**src/rtl/game_pkg.sv**
```systemverilog
// Shared constants and state encoding for the game datapath.
package game_pkg;

  localparam int unsigned SCREEN_W       = 160;
  localparam int unsigned SCREEN_H_DFLT  = 120;

  localparam logic [2:0] COLOUR_BG     = 3'b000;
  localparam logic [2:0] COLOUR_PLAYER = 3'b111;

  typedef enum logic [2:0] {
    StIdle,
    StWaitFrame,
    StErase,
    StUpdate,
    StDraw,
    StCheck,
    StDone
  } dp_state_e;

endpackage

```
**src/rtl/sprite_sweep.sv**
```systemverilog
// Walks a 4x4 square one pixel per cycle; pixel outputs are registered.
module sprite_sweep
  import game_pkg::*;
(
  input  logic       clock,
  input  logic       resetn,
  input  logic       start,      // held high for the whole sweep
  input  logic       write_en,
  input  logic [7:0] pos_x,
  input  logic [6:0] pos_y,
  input  logic [2:0] colour_in,
  output logic [7:0] x,
  output logic [6:0] y,
  output logic [2:0] colour,
  output logic       plot,
  output logic       done        // high on the cycle holding the last counter value
);

  logic [3:0] cnt_q, cnt_d;
  logic [7:0] x_q;
  logic [6:0] y_q;
  logic [2:0] colour_q;
  logic       plot_q;

  // Counter advances while the sweep is requested and restarts from 0 otherwise
  always_comb begin
    cnt_d = start ? cnt_q + 4'd1 : 4'd0;
  end

  // Counter register
  always_ff @(posedge clock) begin
    if (!resetn) cnt_q <= 4'd0;
    else         cnt_q <= cnt_d;
  end

  assign done = start && (cnt_q == 4'hf);

  // Registered pixel: counter value n appears on the outputs one cycle later
  always_ff @(posedge clock) begin
    if (!resetn) begin
      x_q      <= 8'd0;
      y_q      <= 7'd0;
      colour_q <= 3'd0;
      plot_q   <= 1'b0;
    end else begin
      plot_q <= start & write_en;
      if (start) begin
        x_q      <= pos_x + {6'd0, cnt_q[1:0]};
        y_q      <= pos_y + {5'd0, cnt_q[3:2]};
        colour_q <= colour_in;
      end
    end
  end

  assign x      = x_q;
  assign y      = y_q;
  assign colour = colour_q;
  assign plot   = plot_q;

endmodule

```
**src/rtl/player_datapath.sv**
```systemverilog
// Player square datapath: frame timing, movement, erase/draw sweeps, end/collision detect.
module player_datapath
  import game_pkg::*;
#(
  parameter int unsigned SCREEN_H    = SCREEN_H_DFLT,
  parameter int unsigned SPRITE      = 4,
  parameter int unsigned START_X     = 0,
  parameter int unsigned START_Y     = 56,
  parameter int unsigned END_X       = 156,
  parameter int unsigned OBS_X       = 80,
  parameter int unsigned OBS_Y       = 40,
  parameter int unsigned OBS_W       = 8,
  parameter int unsigned OBS_H       = 40,
  parameter int unsigned FRAME_TICKS = 833333
) (
  input  logic       clock,
  input  logic       resetn,
  input  logic       draw,
  input  logic       writeEnable,
  input  logic       up,
  input  logic       down,
  output logic [7:0] x,
  output logic [6:0] y,
  output logic [2:0] colour,
  output logic       plot,
  output logic       finish
);

  localparam int unsigned     TickW    = $clog2(FRAME_TICKS + 1);
  localparam logic [TickW-1:0] TickLoad = TickW'(FRAME_TICKS - 1);
  localparam logic [6:0]      YMax     = 7'(SCREEN_H - SPRITE);
  localparam logic [7:0]      EndX     = 8'(END_X);
  localparam logic [8:0]      ObsXBeg  = 9'(OBS_X);
  localparam logic [8:0]      ObsXEnd  = 9'(OBS_X + OBS_W);
  localparam logic [7:0]      ObsYBeg  = 8'(OBS_Y);
  localparam logic [7:0]      ObsYEnd  = 8'(OBS_Y + OBS_H);

  dp_state_e        state_q, state_d;
  logic [7:0]       pos_x_q;
  logic [6:0]       pos_y_q;
  logic [TickW-1:0] tick_q;
  logic             finish_q;

  logic       sweep_start, sweep_done, load_tick, hit;
  logic [2:0] sweep_colour;
  logic [8:0] px9;
  logic [7:0] py8;

  // Half-open overlap test, widened so pos + SPRITE cannot wrap
  assign px9 = {1'b0, pos_x_q};
  assign py8 = {1'b0, pos_y_q};
  assign hit = (pos_x_q == EndX) ||
               ((px9 < ObsXEnd) && (px9 + 9'(SPRITE) > ObsXBeg) &&
                (py8 < ObsYEnd) && (py8 + 8'(SPRITE) > ObsYBeg));

  // State register
  always_ff @(posedge clock) begin
    if (!resetn) state_q <= StIdle;
    else         state_q <= state_d;
  end

  // Next-state logic
  always_comb begin
    state_d = state_q;
    unique case (state_q)
      StIdle:      if (draw) state_d = StDraw;
      StWaitFrame: begin
        if (!draw)              state_d = StIdle;
        else if (tick_q == '0)  state_d = StErase;
      end
      StErase:     if (sweep_done) state_d = StUpdate;
      StUpdate:    state_d = StDraw;
      StDraw:      if (sweep_done) state_d = StCheck;
      StCheck: begin
        if (hit)       state_d = StDone;
        else if (draw) state_d = StWaitFrame;
        else           state_d = StIdle;
      end
      StDone:      state_d = StDone;
      default:     state_d = StIdle;
    endcase
  end

  // Control outputs decoded from the current state
  always_comb begin
    sweep_start  = (state_q == StErase) || (state_q == StDraw);
    sweep_colour = (state_q == StDraw) ? COLOUR_PLAYER : COLOUR_BG;
    load_tick    = ((state_q == StIdle) && draw) || ((state_q == StCheck) && !hit && draw);
  end

  // Position, frame tick counter and sticky finish
  always_ff @(posedge clock) begin
    if (!resetn) begin
      pos_x_q  <= 8'(START_X);
      pos_y_q  <= 7'(START_Y);
      tick_q   <= '0;
      finish_q <= 1'b0;
    end else begin
      if (load_tick) begin
        tick_q <= TickLoad;
      end else if ((state_q == StWaitFrame) && (tick_q != '0)) begin
        tick_q <= tick_q - 1'b1;
      end
      if (state_q == StUpdate) begin
        pos_x_q <= pos_x_q + 8'd1;
        // Clamp decided before the step so pos_y never wraps
        if (up && !down && (pos_y_q != 7'd0)) begin
          pos_y_q <= pos_y_q - 7'd1;
        end else if (down && !up && (pos_y_q < YMax)) begin
          pos_y_q <= pos_y_q + 7'd1;
        end
      end
      if ((state_q == StCheck) && hit) finish_q <= 1'b1;
    end
  end

  sprite_sweep u_sweep (
    .clock     (clock),
    .resetn    (resetn),
    .start     (sweep_start),
    .write_en  (writeEnable),
    .pos_x     (pos_x_q),
    .pos_y     (pos_y_q),
    .colour_in (sweep_colour),
    .x         (x),
    .y         (y),
    .colour    (colour),
    .plot      (plot),
    .done      (sweep_done)
  );

  assign finish = finish_q;

endmodule
```
**config.mk**
```make
export PLATFORM = sky130hd
export DESIGN_NAME = player_datapath
export DESIGN_NICKNAME = d
export VERILOG_FILES = /design/src/rtl/game_pkg.sv /design/src/rtl/sprite_sweep.sv /design/src/rtl/player_datapath.sv
export SDC_FILE = /design/constraint.sdc
export NUM_CORES = 1
export LEC_CHECK = 0
export ABC_CLOCK_PERIOD_IN_PS = 3800
export CAP_MARGIN = 0
export CORE_MARGIN = 4
export CORE_UTILIZATION = 58
export DETAILED_ROUTE_END_ITERATION = 7
export PLACE_DENSITY = 0.76
export SLEW_MARGIN = 30
export SYNTH_ARGS = -nofsm -noshare
export SYNTH_HDL_FRONTEND = slang
export SYNTH_HIERARCHICAL = 1
export SYNTH_SLANG_ARGS = --single-unit
```
**constraint.sdc**
```tcl
create_clock -name clock -period 3.8 [get_ports clock]
set_input_delay 0.57 -clock clock [delete_from_list [all_inputs] [get_ports clock]]
set_output_delay 0.57 -clock clock [all_outputs]
set_load 0.005 [all_outputs]
```
### Yosys cells after proc, flatten, opt, wreduce, memory -nomap -nowiden

Cells that the tools add are included.

* $add $sub $neg: 9
* magnitude comparators: 5
* equality and inequality tests: 12
* mux-type cells: 13
* bitwise operators: 2
* reductions and logical operators: 29

Operators by type and width (number)
* $mux 20: 2
* $mux 3: 7
* $pmux 3 s7: 1
* $logic_not 20->1: 1
* $reduce_bool 20->1: 1
* $sub 20x1->20 const B: 1
* $lt 7x7->1 const B: 2
* $mux 7: 2
* $logic_and 1x1->1: 13
* $add 8x3->9 const B: 1
* $eq 3x3->1 const B: 3
* $gt 9x7->1 const B: 1
* $add 7x3->8 const B: 1
* $add 8x1->8 const B: 1
* $add 8x2->8: 1
* $eq 8x8->1 const B: 1
* $gt 8x6->1 const B: 1
* $lt 8x7->1 const B: 1
* $add 7x1->7 const B: 1
* $add 7x2->7: 1
* $reduce_bool 7->1: 1
* $sub 7x1->7 const B: 1
* $eq 3x2->1 const B: 2
* $ne 2x2->1 const B: 3
* 14 further kinds: 20

* register bits after elaboration: 62
* output and inout port bits: 20
* logic and storage cells: 81

### Depth between registers and ports, before layout

* depth in word-level cells: 11
* gate-level depth with buffers: 12
* gate-level depth less buffers: 12

### Modules after synthesis

Netlist, hierarchy kept.

Modules (own cells, without submodules)
* player_datapath: times used 1, cells an instance 261, area each 2220.9 sq um, seq. area each 780.7 sq um
* sprite_sweep: times used 1, cells an instance 116, area each 1062.3 sq um, seq. area each 460.4 sq um

### Worst setup path after synthesis

Ideal clock, no wire load.

* path kind: register -> register
* start: register pos_y_q[2]
* end: register pos_y_q[6]
* library setup time: 0.118 ns
* arrival time: 3.028 ns
* data required time: 3.682 ns
* path slack: 0.654 ns
* stages on the path, launching flop included: 13
* path buffers: 0
* period minus slack after synthesis: 3.146 ns
* cells stage by stage: dfxtp_1 > inv_1 > ha_1 > or4b_2 > o311ai_2 > inv_1 > ha_1 > nor2b_1 > nor3_1 > o21bai_1 > a21oi_1 > mux2_2 > mux2i_1

* word-level cells in the longest chain between the ends: 4

RTL lines
* from (decl): line player_datapath.sv:40 `logic [6:0] pos_y_q;`
* from (signal assigned): line player_datapath.sv:95 `pos_y_q <= 7'(START_Y);`
* from (signal assigned): line player_datapath.sv:108 `pos_y_q <= pos_y_q - 7'd1;`
* from (signal assigned): line player_datapath.sv:110 `pos_y_q <= pos_y_q + 7'd1;`
* $lt 7x7->1 / $reduce_bool 7->1 (equally long branches): line player_datapath.sv:109, player_datapath.sv:107
* $logic_and 1x1->1, on equally long branches: line player_datapath.sv:109, player_datapath.sv:107
* $reduce_bool 2->1 (no source line)
* $reduce_and 2->1 (no source line)

Several ways; a longest one is shown, not always the timed one. The select of a mux whose other input is x is not followed.
A chain may end at the register's enable or synchronous reset.

### Worst setup path after layout

* start: register pos_y_q[3]
* end: register pos_y_q[6]

The elaborated chain is that of the path after synthesis.

==> key figures <==
Synthesis
  • Synth Flop Type: dfxtp_1
  • Post-synthesis compound-gate area fraction: 15.2%
  • Register area share after synthesis: 37.8%
  • EDFF count, synth: 0
  • Largest family of logic cells by synthesized area: simple AND/OR/NAND/NOR gates
  • Post-synth top area cell: dfxtp_1
  • Syn Std Cell Area: 3280 um2
  • Cell variety after synth: 57
  • Synth top area share: 37.8%
  • Mux cell area share after synthesis: 3.09%
  • Post-Synth Simple-Gate Area: 23.3%
  • Adder-Cell Fraction of Synth Area: 7.93%
  • Ys async rst share: 0%
  • Post-Synthesis Cells: 377
  • Yosys reg bits: 62
  • Yosys warnings: 6
  • XOR/XNOR share of the synthesized area: 8.80%
  • Area contributors post-synth: dfxtp_1 38%, xnor2_1 6.1%, ha_1 6.1%
  • Avg Cell Area, Syn: 8.71 um2
  • Synth Net Count: 402

CTS
  • CTS tree: done
  • Worst-case clock buffer depth: 2
  • H-tree depth: 3
  • Root buf cell: clkbuf_8
  • Inserted Clock Buffers: 9
  • Cts repair resizes: 0
  • Post-CTS Setup Bufs: 0
  • Clock transition at path regs: 0.07 ns
  • Clock sinks: 62
  • Cts hold-fix bufs: 0
  • Insertion delay to the later sink of the worst-skew pair: 0.33 ns

Drt
  • # DRC: 0
  • Avg WL per Cell: 14.3 um
  • Drt pass-1 iters: 4
  • Initial DRC count: 135
  • Total Routed Length: 6860 um
  • Post-DRT Antenna Nets: 0
  • Vias after detailed routing: 2,794
  • Vias/cell: 5.82

Critical path
  • Worst EP required: 4.02 ns
  • Reg2reg start: pos_y_q[3]
  • Path type of the worst setup path: register to register
  • CP Max Fanout: 9
  • FF-to-FF setup slack: 0.34 ns
  • FF-to-FF End: pos_y_q[6]
  • Slowest cell delay on critical path: 0.59 ns
  • Worst EP arrival: 3.68 ns
  • Sequence of cells on the critical path: inv_1, ha_1, or4b_2, o311ai_2, inv_1, ha_1, nor2b_1, nor3_1, o21bai_1, a21oi_1, mux2_2, mux2i_1
  • CP startpoint kind: register
  • Crit-path slowest cell: or4b_2
  • Worst Setup End Kind: register
  • FF-to-FF path depth: 12

STA
  • Fin. Hold Viols: 0
  • Actual slew at the worst max-slew pin: 0.842 ns
  • Count of final setup violators: 0
  • Fin Clk Skew: 0.00626 ns
  • Slew Limit Fails: 0
  • Max Freq: 289 MHz
  • Hold_ws: 0.471 ns
  • RSZ-0062 raised after global routing: no
  • Setup TNS: 0 ns
  • Period utilization: 91.1%
  • Slew headroom: 43.8%
  • Min cycle time layout: 3.46 ns

Final layout
  • Final nets: 428
  • Ant diodes: 0
  • Share of post-route cells with drive strength above 1: 8.82%
  • Layout Area Growth over Synthesis: 17.3%
  • Fill cell count: 440
  • Most frequent cells in the layout: 62 x dfxtp_1, 49 x nor2_1, 25 x a21oi_1, 25 x clkdlybuf4s50_1, 23 x xnor2_1
  • Final instance area: 3850 um2
  • Post-Layout Cell Count: 480
  • Commonest non-fill, non-tap cell in the layout: dfxtp_1

Global route
  • Largest net degree at the start of global routing: 35
  • Initial antenna violation count: 0
  • Vias in the first global route: 2,617
  • Total grt overflow: 0
  • First-pass GRT wire length: 12,200 um
  • GRT Util Overall: 20.9%

Floorplanning
  • Starting density of the core: 59.6%
  • Die height: 83.2 um
  • Die footprint: 6930 um2
  • FP Rows: 27
  • Core Region: 5510 um2
  • Die X: 83.2 um
  • I/O pins: 26

Outcome
  • Outcome: finished, final reports clean

Power
  • Power per cell area: 402 nW/um2
  • Lkg Pwr: 1.40 nW
  • Max VDD drop: 0.260 mV

Min path
  • Hold_sp: u_sweep/cnt_q[0]
  • WHS Path Cells: 1
  • Worst Hold Path EP: u_sweep/cnt_q[0]
  • Min-Delay Path Class: register to register

Placement
  • GP Congestion: 0.861
  • DP Area: 3600 um2
  • IO buf count: 25
  • DPL Wire Length: 4780 um
  • Inst Count DP: 464

Run
  • # Max-Cap Violations: 0
==> kinds of logic (layout without fill, tap and decap cells) <==
kind of cell | count (synthesis) | after routing
fa+ha+maj | 19 | 19
mux | 10 | 10
buf+inv | 33 | 64
flops | 62 | 62
compound gates | 79 | 79
xor+xnor | 33 | 33
simple gates | 141 | 141
==> worst max path at each step <==
stage               start         end  cells past startpoint  slack (ns)
2_1_floorplan  pos_y_q[2]  pos_y_q[6]                     12        0.65
3_3_place_gp   pos_y_q[2]  pos_y_q[6]                     12        0.49
3_5_place_dp   pos_y_q[3]  pos_y_q[6]                     12        0.36
4_1_cts        pos_y_q[3]  pos_y_q[6]                     12        0.36
5_1_grt        pos_y_q[3]  pos_y_q[6]                     12        0.08
6_report       pos_y_q[3]  pos_y_q[6]                     12        0.34
==> routing by layer <==
layer / part of all wire (%) / track usage (%) / vias up
li1: - / - / 1400
met1: 49 / 27.7 / 1328
met2: 45 / 33.0 / 53
met3: 4.0 / 3.67 / 13
met4: 2.0 / 9.51 / 0
met5: 0 / 0 / -
==> state kept, by name, summed over array words and instances, names as in the netlist <==
| name | count |
|---|---|
| tick_q | 20 |
| pos_x_q | 8 |
| u_sweep/x | 8 |
| pos_y_q | 7 |
| u_sweep/y | 7 |
| u_sweep/cnt_q | 4 |
| state_q | 3 |
| u_sweep/colour | 3 |
| finish | 1 |
| u_sweep/plot | 1 |
==> synthesized netlist by cell type (all sizes together), types with 2 or more instances <==
| cell | n |
|---|---|
| o31ai | 2 |
| nand2 | 21 |
| nor2 | 49 |
| a21oi | 28 |
| nand4 | 6 |
| nor2b | 3 |
| a211oi | 4 |
| o41ai | 2 |
| a311oi | 3 |
| or4 | 7 |
| nand3 | 8 |
| buf | 2 |
| xnor2 | 23 |
| nand3b | 3 |
| ha | 16 |
| and3 | 5 |
| xor2 | 10 |
| or4b | 2 |
| nor4 | 7 |
| mux2i | 9 |
| dfxtp | 62 |
| clkbuf | 12 |
| nor4b | 3 |
| o21bai | 2 |
| nand2b | 3 |
| o21ai | 20 |
| a31oi | 7 |
| and4b | 2 |
| inv | 18 |
| or3 | 10 |
| nor3b | 2 |
| nor3 | 5 |
| fa | 3 |
| a21o | 2 |
==> metrics by stage <==
stage	worst slack, ns	total power [mW]	utilization, %
after floorplan	0.654	0.788	-
after global placement	0.485	0.834	65.4
after detailed placement	0.364	0.837	65.4
after CTS	0.362	1.56	69.9
after global routing	0.0765	1.61	69.9
final	0.337	1.55	69.9
==> final cells by class <==
class                           instances  area (um2)  area share (%)
Clock inverter                          3        90.1            2.34
Sequential cell                        62        1240            32.2
Inverter                               19        71.3            1.85
Timing Repair Buffer                   29         280            7.28
Clock buffer                           13         159            4.13
Tap cell                               72        90.1            2.34
Multi-Input combinational cell        282        1920            49.8
==> where the power goes <==
group / internal (mW) / total (mW) / switching [mW] / leakage (nW)
Combinational: 0.0659 / 0.133 / 0.0674 / 0.773
Sequential: 0.672 / 0.690 / 0.0180 / 0.506
Clock: 0.473 / 0.725 / 0.253 / 0.124
Total: 1.21 / 1.55 / 0.338 / 1.40
==> critical path, delay by kind of cell, from the launching register on <==
family | cells | cell delay [ns]
AND/OR/NAND/NOR | 3 | 0.94
AO/OA/AOI/OAI | 3 | 0.66
adder cells (fa/ha/maj) | 2 | 0.52
multiplexers | 2 | 0.47
flip-flops | 1 | 0.39
buffers and inverters | 2 | 0.37
No activity file was read; power rests on OpenSTA's default activity.
